## src/rtl/mnist_argmax.sv

```systemverilog
// Argmax back-end for the MNIST accelerator: latches ten signed class scores,
// scans one per cycle, and returns digit, winning score and top-two margin.
module mnist_argmax #(
  parameter int DATA_W = 32,
  parameter int CNT_W  = 16
) (
  input  logic              clk,
  input  logic              reset,
  input  logic              start,
  input  logic [DATA_W-1:0] result0,
  input  logic [DATA_W-1:0] result1,
  input  logic [DATA_W-1:0] result2,
  input  logic [DATA_W-1:0] result3,
  input  logic [DATA_W-1:0] result4,
  input  logic [DATA_W-1:0] result5,
  input  logic [DATA_W-1:0] result6,
  input  logic [DATA_W-1:0] result7,
  input  logic [DATA_W-1:0] result8,
  input  logic [DATA_W-1:0] result9,
  output logic              busy,
  output logic              out_valid,
  input  logic              out_ready,
  output logic [3:0]        digit,
  output logic [DATA_W-1:0] max_score,
  output logic [DATA_W:0]   margin,
  output logic [CNT_W-1:0]  class_count,
  output logic [1:0]        fsm_state
);

  // Handshake: a result transfers on any rising edge where out_valid && out_ready.
  // out_valid stays high and digit/max_score/margin stay stable until that edge.
  typedef enum logic [1:0] {IDLE = 2'd0, SCAN = 2'd1, OUT = 2'd2} state_t;

  localparam logic signed [DATA_W-1:0] MOST_NEG = {1'b1, {(DATA_W-1){1'b0}}};

  state_t state, state_next;

  // Scores 1..9 queue up and shift toward slot 0; slot 0 is compared each SCAN cycle.
  logic signed [DATA_W-1:0] q [9];
  logic signed [DATA_W-1:0] best, second, best_n, second_n, cur;
  logic [3:0]               best_idx, best_idx_n, idx;
  logic [DATA_W:0]          margin_n;
  logic                     handshake, load;

  assign fsm_state = state;
  assign out_valid = (state == OUT);
  assign busy      = (state != IDLE);
  assign handshake = (state == OUT) && out_ready;
  assign load      = start && ((state == IDLE) || handshake);

  always_comb begin
    state_next = state;
    case (state)
      IDLE:    if (start) state_next = SCAN;
      SCAN:    if (idx == 4'd9) state_next = OUT;
      OUT:     if (out_ready) state_next = start ? SCAN : IDLE;
      default: state_next = IDLE;
    endcase
  end

  always_comb begin
    cur        = q[0];
    best_n     = best;
    second_n   = second;
    best_idx_n = best_idx;
    if (cur > best) begin
      second_n   = best;
      best_n     = cur;
      best_idx_n = idx;
    end else if (cur > second) begin
      second_n = cur;
    end
    // Sign-extend to DATA_W+1 so best - second cannot overflow.
    margin_n = {best_n[DATA_W-1], best_n} - {second_n[DATA_W-1], second_n};
  end

  always_ff @(posedge clk) begin
    if (!reset) state <= IDLE;
    else        state <= state_next;
  end

  always_ff @(posedge clk) begin
    if (!reset) begin
      for (int i = 0; i < 9; i++) q[i] <= '0;
      best        <= '0;
      second      <= '0;
      best_idx    <= '0;
      idx         <= '0;
      digit       <= '0;
      max_score   <= '0;
      margin      <= '0;
      class_count <= '0;
    end else begin
      if (load) begin
        q[0]     <= result1;
        q[1]     <= result2;
        q[2]     <= result3;
        q[3]     <= result4;
        q[4]     <= result5;
        q[5]     <= result6;
        q[6]     <= result7;
        q[7]     <= result8;
        q[8]     <= result9;
        best     <= result0;
        best_idx <= 4'd0;
        second   <= MOST_NEG;
        idx      <= 4'd1;
      end else if (state == SCAN) begin
        for (int i = 0; i < 8; i++) q[i] <= q[i+1];
        q[8]     <= '0;
        best     <= best_n;
        second   <= second_n;
        best_idx <= best_idx_n;
        idx      <= idx + 4'd1;
        if (idx == 4'd9) begin
          digit     <= best_idx_n;
          max_score <= best_n;
          margin    <= margin_n;
        end
      end
      if (handshake) class_count <= class_count + {{(CNT_W-1){1'b0}}, 1'b1};
    end
  end

endmodule
```

## config.mk

```make
export PLATFORM = sky130hd
export DESIGN_NAME = mnist_argmax
export DESIGN_NICKNAME = d
export VERILOG_FILES = /design/src/rtl/mnist_argmax.sv
export SDC_FILE = /design/constraint.sdc
export NUM_CORES = 1
export LEC_CHECK = 0
export ABC_AREA = 0
export CORE_ASPECT_RATIO = 1.1
export CORE_MARGIN = 2
export CORE_UTILIZATION = 50
export DETAILED_ROUTE_END_ITERATION = 8
export PLACE_DENSITY = 0.8
export SLEW_MARGIN = 20
export SYNTH_ARGS = -nofsm -noshare
export SYNTH_HDL_FRONTEND = slang
export SYNTH_SLANG_ARGS = --single-unit
```

## constraint.sdc

```tcl
create_clock -name clk -period 23.8 [get_ports clk]
set_clock_uncertainty 0.05 [all_clocks]
set_input_delay 3.57 -clock clk [delete_from_list [all_inputs] [get_ports clk]]
set_output_delay 3.57 -clock clk [all_outputs]
set_load 0.01 [all_outputs]
```

==> results of run 1 <==
stage by stage:
step / worst slack (ns) / instances / cell area, um2 / hold WS [ns] / total power [uW]
floorplan: 10.37 / 1999 / 21850 / 0.3922 / 1447
global placement: 16.08 / 2865 / 26280 / 0.3993 / 1648
detailed placement: 15.99 / 2865 / 26280 / 0.4028 / 1665
CTS: 16.60 / 2951 / 27900 / 0.4115 / 2440
global route: 16.20 / 2968 / 27950 / 0.4301 / 2549
finish: 16.62 / 2968 / 27950 / 0.4105 / 2439
power by group:
| group | total (uW) | switching (uW) | leakage (uW) | internal, uW |
|---|---|---|---|---|
| Clock | 775 | 312 | 0.000788 | 463 |
| Sequential | 946 | 40.9 | 0.00449 | 905 |
| Combinational | 719 | 442 | 0.00548 | 276 |
routing by layer:
layer	up-vias	global-route usage, %	wire length, um
met3	169	7.187	5194
li1	8266	-	-
met4	6	14.86	3179
met5	-	0	44
met2	720	50.40	33810
met1	8451	30.79	22870
worst max-delay path, delay by kind of cell (launching register included):
kind / cells / cell delay, ns
AO/OA/AOI/OAI: 15 / 3.40
AND/OR/NAND/NOR: 7 / 2.07
adder cells (fa/ha/maj): 2 / 0.64
flip-flops: 1 / 0.61
multiplexers: 1 / 0.23
registers in the layout (all words and copies together), names as in the netlist:
| register | cells |
|---|---|
| best | 32 |
| max_score | 32 |
| digit | 4 |
| second | 32 |
| fsm_state | 2 |
| class_count | 16 |
| q | 288 |
| best_idx | 4 |
| margin | 33 |
| idx | 4 |
kinds of logic (layout without fill, tap and decap cells):
group,count (synthesis),after routing,synth area share [%]
flip-flops,447,447,54.14
XOR/XNOR,38,38,1.523
buffers and inverters,244,622,4.517
AND/OR/NAND/NOR,481,481,10.79
AO/OA/AOI/OAI,690,690,23.38
other,0,17,0
multiplexers,5,5,0.2519
adder cells (fa/ha/maj),94,94,5.404
cells in the final DEF, fill, tap and decap left out, types with 30 or more instances in the layout:
| cell | instances |
|---|---|
| a211oi_1 | 30 |
| inv_1 | 106 |
| clkdlybuf4s50_1 | 411 |
| and2_1 | 56 |
| nor2_1 | 116 |
| and3_1 | 41 |
| a21oi_1 | 137 |
| o22ai_1 | 35 |
| dfxtp_1 | 159 |
| o21ai_0 | 73 |
| a22o_1 | 261 |
| nand2_1 | 152 |
| clkbuf_16 | 48 |
| ha_1 | 92 |
| edfxtp_1 | 288 |
layout make-up:
| cell class | instances | area, um2 | area share, % |
|---|---|---|---|
| Antenna cell | 17 | 42.54 | 0.1522 |
| Tap cell | 574 | 718.2 | 2.569 |
| Clock inverter | 30 | 370.4 | 1.325 |
| Inverter | 107 | 414.1 | 1.482 |
| Multi-Input combinational cell | 1308 | 9070 | 32.45 |
| Clock buffer | 56 | 1251 | 4.476 |
| Sequential cell | 447 | 11830 | 42.33 |
| Timing Repair Buffer | 429 | 4253 | 15.22 |
how the worst max path moves through the flow:
| stage | slack [ns] | endpoint | cells past startpoint |
|---|---|---|---|
| 6_report | 16.62 | margin[25] | 25 |
| 5_1_grt | 16.20 | margin[25] | 26 |
| 4_1_cts | 16.60 | q[0][142] | 8 |
| 3_5_place_dp | 15.99 | q[0][179] | 8 |
| 3_3_place_gp | 16.08 | q[0][83] | 8 |
| 2_1_floorplan | 10.37 | second[17] | 7 |
==> out/metrics.sh, run 1 <==
OUTCOME='complete, no violations'
SLEW_VIOLATIONS=0
CP_DATA_REQUIRED_TIME_NS=24.19
MIN_FROM='margin[29]'
SYNTH.TOP_CELLS.BY_COUNT='edfxtp_1, a22o_1, dfxtp_1'
GRT_PASS1_WL_UM=98390
CTS_ROOT_BUFFER='clkbuf_16'
DETAIL_ROUTE.WL_PER_CELL_UM=21.93
FINALSETUPVIOLCOUNT=0
NUMBER_OF_INSTANCES_RESIZED_DURING_POST_CTS_REPAIR=0
NUMCTSBUFFERS=47
TIMING.CRITICAL_PATH.SLOWEST_CELL_DELAY_NS=0.73
SYNTHESIS.NETS=2416
DIEAREA_UM2=45400
GLOBAL_ROUTE.OVERFLOW_TOTAL=0
FINAL_LAYOUT_SIZE_SUFFIX_GT1_SHARE_PCT=5.469
CLK-INSERTION-DELAY-LATE_NS=0.59
IOS=413
LAYOUT.FILLER_CELLS=3377
YS_SEQ_AREA_SHARE_PCT=54.14
CATEGORY_OF_THE_WORST_SETUP_PATH_LAUNCH_POINT='flop'
VIAS=17610
GP_CONGESTION=0.9672
CLOCK_TREE.BUFFER_DEPTH=3
REGTOREGSTARTPOINT='q[0][13]'
PEAKVDDDROP_mV=0.06316
CAP_VIOLATIONS=0
GRT.TOTAL_USAGE_PCT=28.26
SYNTH.CELL_AREA_UM2=21850
CRITPATHARRIVALTIME_NS=7.58
YOSYS.AREA.TOP_TYPE_SHARE_PCT=39.57
CRIT_PATH_START='q[0][13]'
WHS_ENDPOINT='margin[29]'
TIMING.MAX_SLEW.REL_SLACK_PCT=25.75
CORE_REGION_AREA_UM2=43240
WORST_REG2REG_PATH_LENGTH_IN_CELLS=25
CTS_HOLD_REPAIR.BUFFERS=0
CLK_PIN_SLEW_NS=0.06
INITIAL_CORE_UTIL_PCT=50.54
CRITPATHCAPTURETYPE='flop'
DIE_H_UM=223.3
HOLD_PATH_CLASS='flop to flop'
SYNTH.LARGEST_AREA_CELL='edfxtp_1'
MIN_PATH_CELLS=2
SYNTHFLOPTYPE='edfxtp_1'
SYNTH_AREA_LEADERS='edfxtp_1, dfxtp_1, a22o_1'
R2R-END='margin[25]'
SETUP.WORST_PATH.CLASS='flop to flop'
WORST_PATH_MOST_REPEATED_CELL='a31oi_1'
WORSTMARGINPINSLEW_NS=1.114
POWER.LEAKAGE_uW=0.01075
CRITICAL-PATH-SLOWEST-CELL='nor2_1'
FIN_CRIT_SH_PCT=30.19
SYNTH.MOST_COMMON_CELL='edfxtp_1'
POST_CTS_BUFFERS=0
FP-ROW-COUNT=80
AREA.GROWTH.SYNTH_TO_FINAL_PCT=27.89
R2R_SLACK_NS=16.62
SYNTHCELLS=1999
TRITONCTS_SINKS=447
ROUTED_WL_UM=65100
POST-DP-HPWL_UM=46780
DRC=0
DETAIL_ROUTE.ITER0.VIOLATIONS=1165
FIN_TNS_SETUP_NS=0
YS_FF_LATCH=447
SYNTHESIS.AREA_PER_INSTANCE_UM2=10.93
ASYNC_RESET_FF_SHARE_PCT=0
WORST_PATH_FANOUT_MAX=10
POWER-PER-CELL-AREA_nW_PER_UM2=87.26
MAX_FREQ_GHz=0.1392
FIRST_GLOBAL_VIAS=17510
POST_LAYOUT_UTILIZATION_OF_THE_CORE_PCT=64.64
SYNTH.YOSYS.WARNINGS=0
RSZ0062_AT_GRT='false'
HOLD_VIOLATIONS=0
FINAL.MIN_CLOCK_PERIOD_NS=7.184
NETLIST-CELL-TYPE-COUNT=86
ANTENNA_FOUND_INITIAL=18
CTS_HTREE_LEVELS=2
VIAS_PER_CELL=5.934
MAXIMUM_NUMBER_OF_PINS_ON_ONE_NET_BEFORE_GLOBAL_ROUTE_REPAIR=166
ROUTE.ANTENNA.REMAINING_NETS=0
LAYOUT.NETS=2757
EDFF_COUNT_SYNTH=288
FP.DIEW_UM=203.3
DRT-PASS1-ITER-COUNT=7
NUMPORTBUFFERS=412
CTS_TREE='done'
No activity file was read; power rests on OpenSTA's default activity.
==> inputs of run 2 (changes only) <==
- clock period: 23.8 -> 7.1 ns (I/O delays scaled with it)
==> out/metrics.sh, run 2 (synthesis results as in run 1) <==
PEAKVDDDROP_mV=0.2225  # +250%
CRITPATHCAPTURETYPE='flop'
LARGEST_REG_FLOPS=288  # unchanged
MAXIMUM_NUMBER_OF_PINS_ON_ONE_NET_BEFORE_GLOBAL_ROUTE_REPAIR=122  # -27%
DIEAREA_UM2=45400  # unchanged
DETAILROUTE.WIRELENGTH.MET2_UM=33890  # +0.24%
NUMBER_OF_INSTANCES_RESIZED_DURING_POST_CTS_REPAIR=0  # unchanged
WORST_PATH_FANOUT_MAX=39  # +29
POWER.LEAKAGE_uW=0.01079  # +0.35%
FP.DIEW_UM=203.3  # unchanged
VIAS=17590  # -0.15%
ROUTEDLENGTHMET1_UM=24290  # +6.2%
DETAIL_ROUTE.ITER0.VIOLATIONS=1290  # +11%
MAX_FLOP_REGISTER='q'
GRT_PASS1_WL_UM=101100  # +2.7%
ROUTE.ANTENNA.REMAINING_NETS=0  # unchanged
MOSTFREQUENTLAYOUTCELLS='clkdlybuf4s50_1, edfxtp_1, a22o_1, dfxtp_1, nand2_1'
POST_CTS_BUFFERS=0  # unchanged
NUMPORTBUFFERS=412  # unchanged
CTS_TREE='done'
DRC=0  # unchanged
CLK-INSERTION-DELAY-LATE_NS=0.60  # about the same
CP_DATA_REQUIRED_TIME_NS=7.49  # -16.70 ns
ANTENNA_FOUND_INITIAL=16  # -2
POST-PLACE-CELLS=2883  # +0.63%
SETUP.WORST_PATH.CLASS='flop to flop'
HIGHEST_LAYER='met5'
IOS=413  # unchanged
PLACED_AREA_UM2=26480  # +0.76%
CORE_REGION_AREA_UM2=43240  # unchanged
TRITONCTS_SINKS=447  # unchanged
WORST_PATH_MOST_REPEATED_CELL='a21oi_1'
GRT.TOTAL_USAGE_PCT=29.29  # +1.0 points
MAX_FREQ_GHz=0.1550  # +11%
CTS_ROOT_BUFFER='clkbuf_16'
VIAS_PER_CELL=5.899  # -0.58%
PLACE_WORST_SETUP_SLACK_NS=0.8091  # -15.18 ns
TIMING.CRITICAL_PATH.SLOWEST_CELL_DELAY_NS=0.54  # -0.19 ns
DRT-PASS1-ITER-COUNT=8  # +1
FINALWORSTSETUPSLACK_NS=0.6465  # -15.97 ns
DIE_H_UM=223.3  # unchanged
FIN_CELLS=2981  # +0.44%
FIRST_GLOBAL_VIAS=17430  # -0.46%
POST-ROUTE-CELL-AREA_UM2=27980  # +0.10%
CRITICAL_PATH.N_BUFFERS_INVERTERS=1  # +1
ROUTED_WL_UM=67780  # +4.1%
CLOCK_TREE.BUFFER_DEPTH=3  # unchanged
LAYOUT.CELLS.MOST_COMMON='clkdlybuf4s50_1'
SLEW_VIOLATIONS=0  # unchanged
CRITICAL-PATH-SLOWEST-CELL='and2_4'
AREA.GROWTH.SYNTH_TO_FINAL_PCT=28.02
POWER-PER-CELL-AREA_nW_PER_UM2=285.8  # +230%
REG.LARGEST.LIST='q x288, margin x33'
CAP_VIOLATIONS=0  # unchanged
HOLD_PATH_CLASS='flop to flop'
GP_CONGESTION=0.9995  # +3.3%
RSZ0062_AT_GRT='false'
TIMING.MAX_SLEW.REL_SLACK_PCT=40.40  # +15 points
OUTCOME='complete, no violations'
INITIAL_CORE_UTIL_PCT=50.54  # unchanged
CRITPATHARRIVALTIME_NS=6.84  # -0.74 ns
FP-ROW-COUNT=80  # unchanged
ROUTE.MET3.WL_UM=5253  # +1.1%
FINALSETUPVIOLCOUNT=0  # unchanged
POST-DP-HPWL_UM=49110  # +5.0%
HOLD_VIOLATIONS=0  # unchanged
FINAL.MIN_CLOCK_PERIOD_NS=6.453  # -0.7306 ns
LAYOUT.FILLER_CELLS=3328  # -1.5%
CTS_HOLD_REPAIR.BUFFERS=0  # unchanged
FIN_TNS_SETUP_NS=0  # unchanged
LAYOUT.NETS=2775  # +0.65%
CTS_HTREE_LEVELS=2  # unchanged
CLK_PIN_SLEW_NS=0.06  # about the same
FINAL_LAYOUT_SIZE_SUFFIX_GT1_SHARE_PCT=6.054  # +0.59 points
CRITICAL-PATH-TOP-DELAY-FAMILY='compound AO/OA/AOI/OAI gates'
FIN_CRIT_SH_PCT=90.89  # +61 points
CATEGORY_OF_THE_WORST_SETUP_PATH_LAUNCH_POINT='flop'
NUMCTSBUFFERS=47  # unchanged
GLOBAL_ROUTE.OVERFLOW_TOTAL=0  # unchanged
DETAIL_ROUTE.WL_PER_CELL_UM=22.74  # +3.7%
WORSTMARGINPINSLEW_NS=0.8940  # -0.2198 ns
==> run 2: report_power, final <==
group	switching, uW	internal [uW]	leakage [uW]
Sequential	123	3030	0.00449
Clock	1040	1340	0.000722
Combinational	1490	965	0.00558
==> run 2: worst min-delay path, cell delays in order (launching register included) <==
cell	delay, ns
dfxtp_1	0.31
nand2_1	0.05
a21oi_1	0.05
==> run 2: layer usage <==
| layer | GRT usage, % | vias to the layer above |
|---|---|---|
| met5 | 0 | - |
| met4 | 18.37 | 8 |
| met3 | 7.128 | 186 |
| met2 | 51.03 | 681 |
| met1 | 31.94 | 8427 |
| li1 | - | 8284 |
==> run 2: worst paths after layout <==
check | start | to | slack (ns) | cells past startpoint
worst max-delay path | best[14] | margin[24] | 0.65 | 25
worst min register to register | margin[29] | margin[29] | 0.41 | 2
worst max register to register | best[14] | margin[24] | 0.65 | 25
worst min-delay path | margin[29] | margin[29] | 0.41 | 2
==> run 2: area by class of cell <==
type	count	area, um2	area share, %
flip-flops and latches	447	11830	42.29
clock inverters	24	156.4	0.5590
repair buffers	447	4447	15.89
inverters	107	409.1	1.462
diodes	12	30.03	0.1073
clock buffers	62	1315	4.700
well taps	574	718.2	2.567
multi-input cells	1308	9072	32.43
==> run 2: through the flow <==
step	hold slack, ns	power (uW)	util, %
floorplan	0.3922	4830	-
global placement	0.4071	5567	61.23
detailed placement	0.4051	5621	61.23
CTS	0.4137	8005	64.64
global route	0.4365	8359	64.70
finish	0.4101	7997	64.70
==> inputs of run 3 (changes only) <==
- HOLD_SLACK_MARGIN: not set -> 0.06
- RECOVER_POWER: not set -> 25
==> out/metrics.sh, run 3 (synthesis results as in run 1) <==
MOSTFREQUENTLAYOUTCELLS='clkdlybuf4s50_1, edfxtp_1, a22o_1, dfxtp_1, nand2_1'
ROUTED_WL_UM=67890  # +0.16%
CAP_VIOLATIONS=3  # +3
WHS_ENDPOINT='margin[29]'
FINAL.MIN_CLOCK_PERIOD_NS=6.459  # +0.005610 ns
WORST_PATH_FANOUT_MAX=39  # unchanged
WORST_REG2REG_PATH_LENGTH_IN_CELLS=25  # unchanged
WORSTMARGINPINSLEW_NS=2.707  # +1.813 ns
DETAIL_ROUTE.ITER0.VIOLATIONS=1327  # +2.9%
CTS_HOLD_REPAIR.BUFFERS=0  # unchanged
PEAKVDDDROP_mV=0.2226  # about the same
NUMPORTBUFFERS=412  # unchanged
FINALWORSTSETUPSLACK_NS=0.6409  # -0.005610 ns
SETUP.WORST_PATH.CLASS='flop to flop'
ANTENNA_FOUND_INITIAL=16  # unchanged
AREA.GROWTH.SYNTH_TO_FINAL_PCT=27.82
FIN_CRIT_SH_PCT=90.97  # about the same
MIN_FROM='margin[29]'
VIOLATIONS='max-capacitance violations, max-slew violations'
FP-ROW-COUNT=80  # unchanged
DIEAREA_UM2=45400  # unchanged
CLK-INSERTION-DELAY-LATE_NS=0.59  # about the same
CLOCK_TREE.BUFFER_DEPTH=3  # unchanged
FIN_TNS_SETUP_NS=0  # unchanged
SLEW_VIOLATIONS=200  # +200
CTS_TREE='done'
MIN_PATH_CELLS=2  # unchanged
GRT.TOTAL_USAGE_PCT=29.29  # unchanged
POST-DP-HPWL_UM=49110  # unchanged
TRITONCTS_SINKS=447  # unchanged
POST_LAYOUT_UTILIZATION_OF_THE_CORE_PCT=64.60  # -0.10 points
DRT-PASS1-ITER-COUNT=5  # -3
NETSWITCHINGFRACTION_PCT=33.29  # about the same
LAYOUT.NETS=2775  # unchanged
VIAS_PER_CELL=5.923  # +0.39%
LAYOUT.CELLS.MOST_COMMON='clkdlybuf4s50_1'
NUMCTSBUFFERS=47  # unchanged
CRITPATHARRIVALTIME_NS=6.85  # about the same
LARGEST_REG_FLOPS=288  # unchanged
INITIAL_CORE_UTIL_PCT=50.54  # unchanged
POWER-PER-CELL-AREA_nW_PER_UM2=286.3  # +0.18%
ROUTE.ANTENNA.REMAINING_NETS=0  # unchanged
CATEGORY_OF_THE_WORST_SETUP_PATH_LAUNCH_POINT='flop'
R2R_SLACK_NS=0.64  # about the same
TIMING.MAX_SLEW.REL_SLACK_PCT=-80.45  # -120 points
REG.LARGEST.LIST='q x288, margin x33'
CLOCKPOWERSHARE_PCT=29.8  # about the same
MAXIMUM_NUMBER_OF_PINS_ON_ONE_NET_BEFORE_GLOBAL_ROUTE_REPAIR=122  # unchanged
PLACE_WORST_SETUP_SLACK_NS=0.8091  # unchanged
CTS_ROOT_BUFFER='clkbuf_16'
FINAL_LAYOUT_SIZE_SUFFIX_GT1_SHARE_PCT=5.846  # -0.21 points
GP_CONGESTION=0.9995  # unchanged
FINALSETUPVIOLCOUNT=0  # unchanged
FIRST_GLOBAL_VIAS=17430  # unchanged
OUTCOME='complete, but fails checks'
R2R-END='margin[24]'
POST-PLACE-CELLS=2883  # unchanged
MAX_FREQ_GHz=0.1548  # about the same
FIN_CELLS=2981  # unchanged
CTS_HTREE_LEVELS=2  # unchanged
GRT_PASS1_WL_UM=101100  # unchanged
CRITPATHCAPTURETYPE='flop'
POST_CTS_BUFFERS=0  # unchanged
REGTOREGSTARTPOINT='best[14]'
FP.DIEW_UM=203.3  # unchanged
RSZ0062_AT_GRT='false'
POWER.LEAKAGE_uW=0.01108  # +2.7%
COMB_POWER_SHARE_PCT=30.7  # about the same
IOS=413  # unchanged
DIE_H_UM=223.3  # unchanged
MAX_FLOP_REGISTER='q'
HOLD_VIOLATIONS=0  # unchanged
CP_DATA_REQUIRED_TIME_NS=7.50  # about the same
SEQ_POWER_SHARE_PCT=39.4  # about the same
VIAS=17660  # +0.39%
GLOBAL_ROUTE.OVERFLOW_TOTAL=0  # unchanged
POWER_REPORT.INTERNAL_TOTAL_uW=5335  # about the same
CLK_PIN_SLEW_NS=0.06  # about the same
NUMBER_OF_INSTANCES_RESIZED_DURING_POST_CTS_REPAIR=0  # unchanged
DETAIL_ROUTE.WL_PER_CELL_UM=22.77  # +0.16%
HOLD_PATH_CLASS='flop to flop'
CORE_REGION_AREA_UM2=43240  # unchanged
DRC=0  # unchanged
NETSWITCHINGPOWER_uW=2663  # +0.12%
run 3: routing by layer:
| layer | wire (um) | GRT usage, % |
|---|---|---|
| met1 | 24420 | 31.94 |
| met4 | 4388 | 18.37 |
| met2 | 33760 | 51.03 |
| met3 | 5260 | 7.128 |
| met5 | 53 | 0 |
run 3: area by class of cell:
| cell class | count | area (um2) |
|---|---|---|
| Antenna cell | 12 | 30.03 |
| Clock buffer | 62 | 1315 |
| Clock inverter | 24 | 156.4 |
| Fill cell | 3336 | 15310 |
| Inverter | 107 | 409.1 |
| Multi-Input combinational cell | 1308 | 9057 |
| Sequential cell | 447 | 11830 |
| Tap cell | 574 | 718.2 |
| Timing Repair Buffer | 447 | 4418 |
run 3: power by group through the flow:
stage / Sequential [uW] / Clock (uW) / Combinational [uW]
global placement: 3200 / 0 / 2370
detailed placement: 3200 / 0 / 2420
CTS: 3150 / 2420 / 2430
finish: 3150 / 2390 / 2460
global route: 3170 / 2510 / 2670
floorplan: 3170 / 0 / 1660
run 3: per-stage QoR:
stage               cell area (um2)  power [uW]  hold WS, ns
global placement              26480        5567       0.4071
global route                  27940        8356       0.4349
floorplan                     21860        4830       0.3922
detailed placement            26480        5621       0.4051
CTS                           27950        8005       0.4137
finish                        27940        7999       0.4060
run 3: worst max path at each step:
stage,from,endpoint
4_1_cts,best[14],margin[25]
3_5_place_dp,q[0][13],margin[31]
3_3_place_gp,best[10],margin[31]
2_1_floorplan,start,second[17]
6_report,best[14],margin[24]
5_1_grt,best[14],margin[29]
run 3: critical path, cell delays in order, from the launching register on:
cell and delay [ns]:
dfxtp_1 0.52, inv_1 0.14, ha_1 0.36, and4_1 0.22, a221oi_1 0.31, o21ai_1 0.15
o311ai_2 0.43, and2_4 0.54, a31oi_1 0.26, ha_1 0.28, fa_1 0.41, nor2b_1 0.12
o21ai_0 0.10, a21oi_1 0.20, o21ai_0 0.12, a31oi_1 0.24, o211ai_1 0.15, a21oi_1 0.21
mux2i_1 0.13, o211a_1 0.18, o31ai_4 0.36, a21oi_4 0.12, a31oi_4 0.29, a21oi_1 0.15
nand4_1 0.13, o221ai_1 0.12
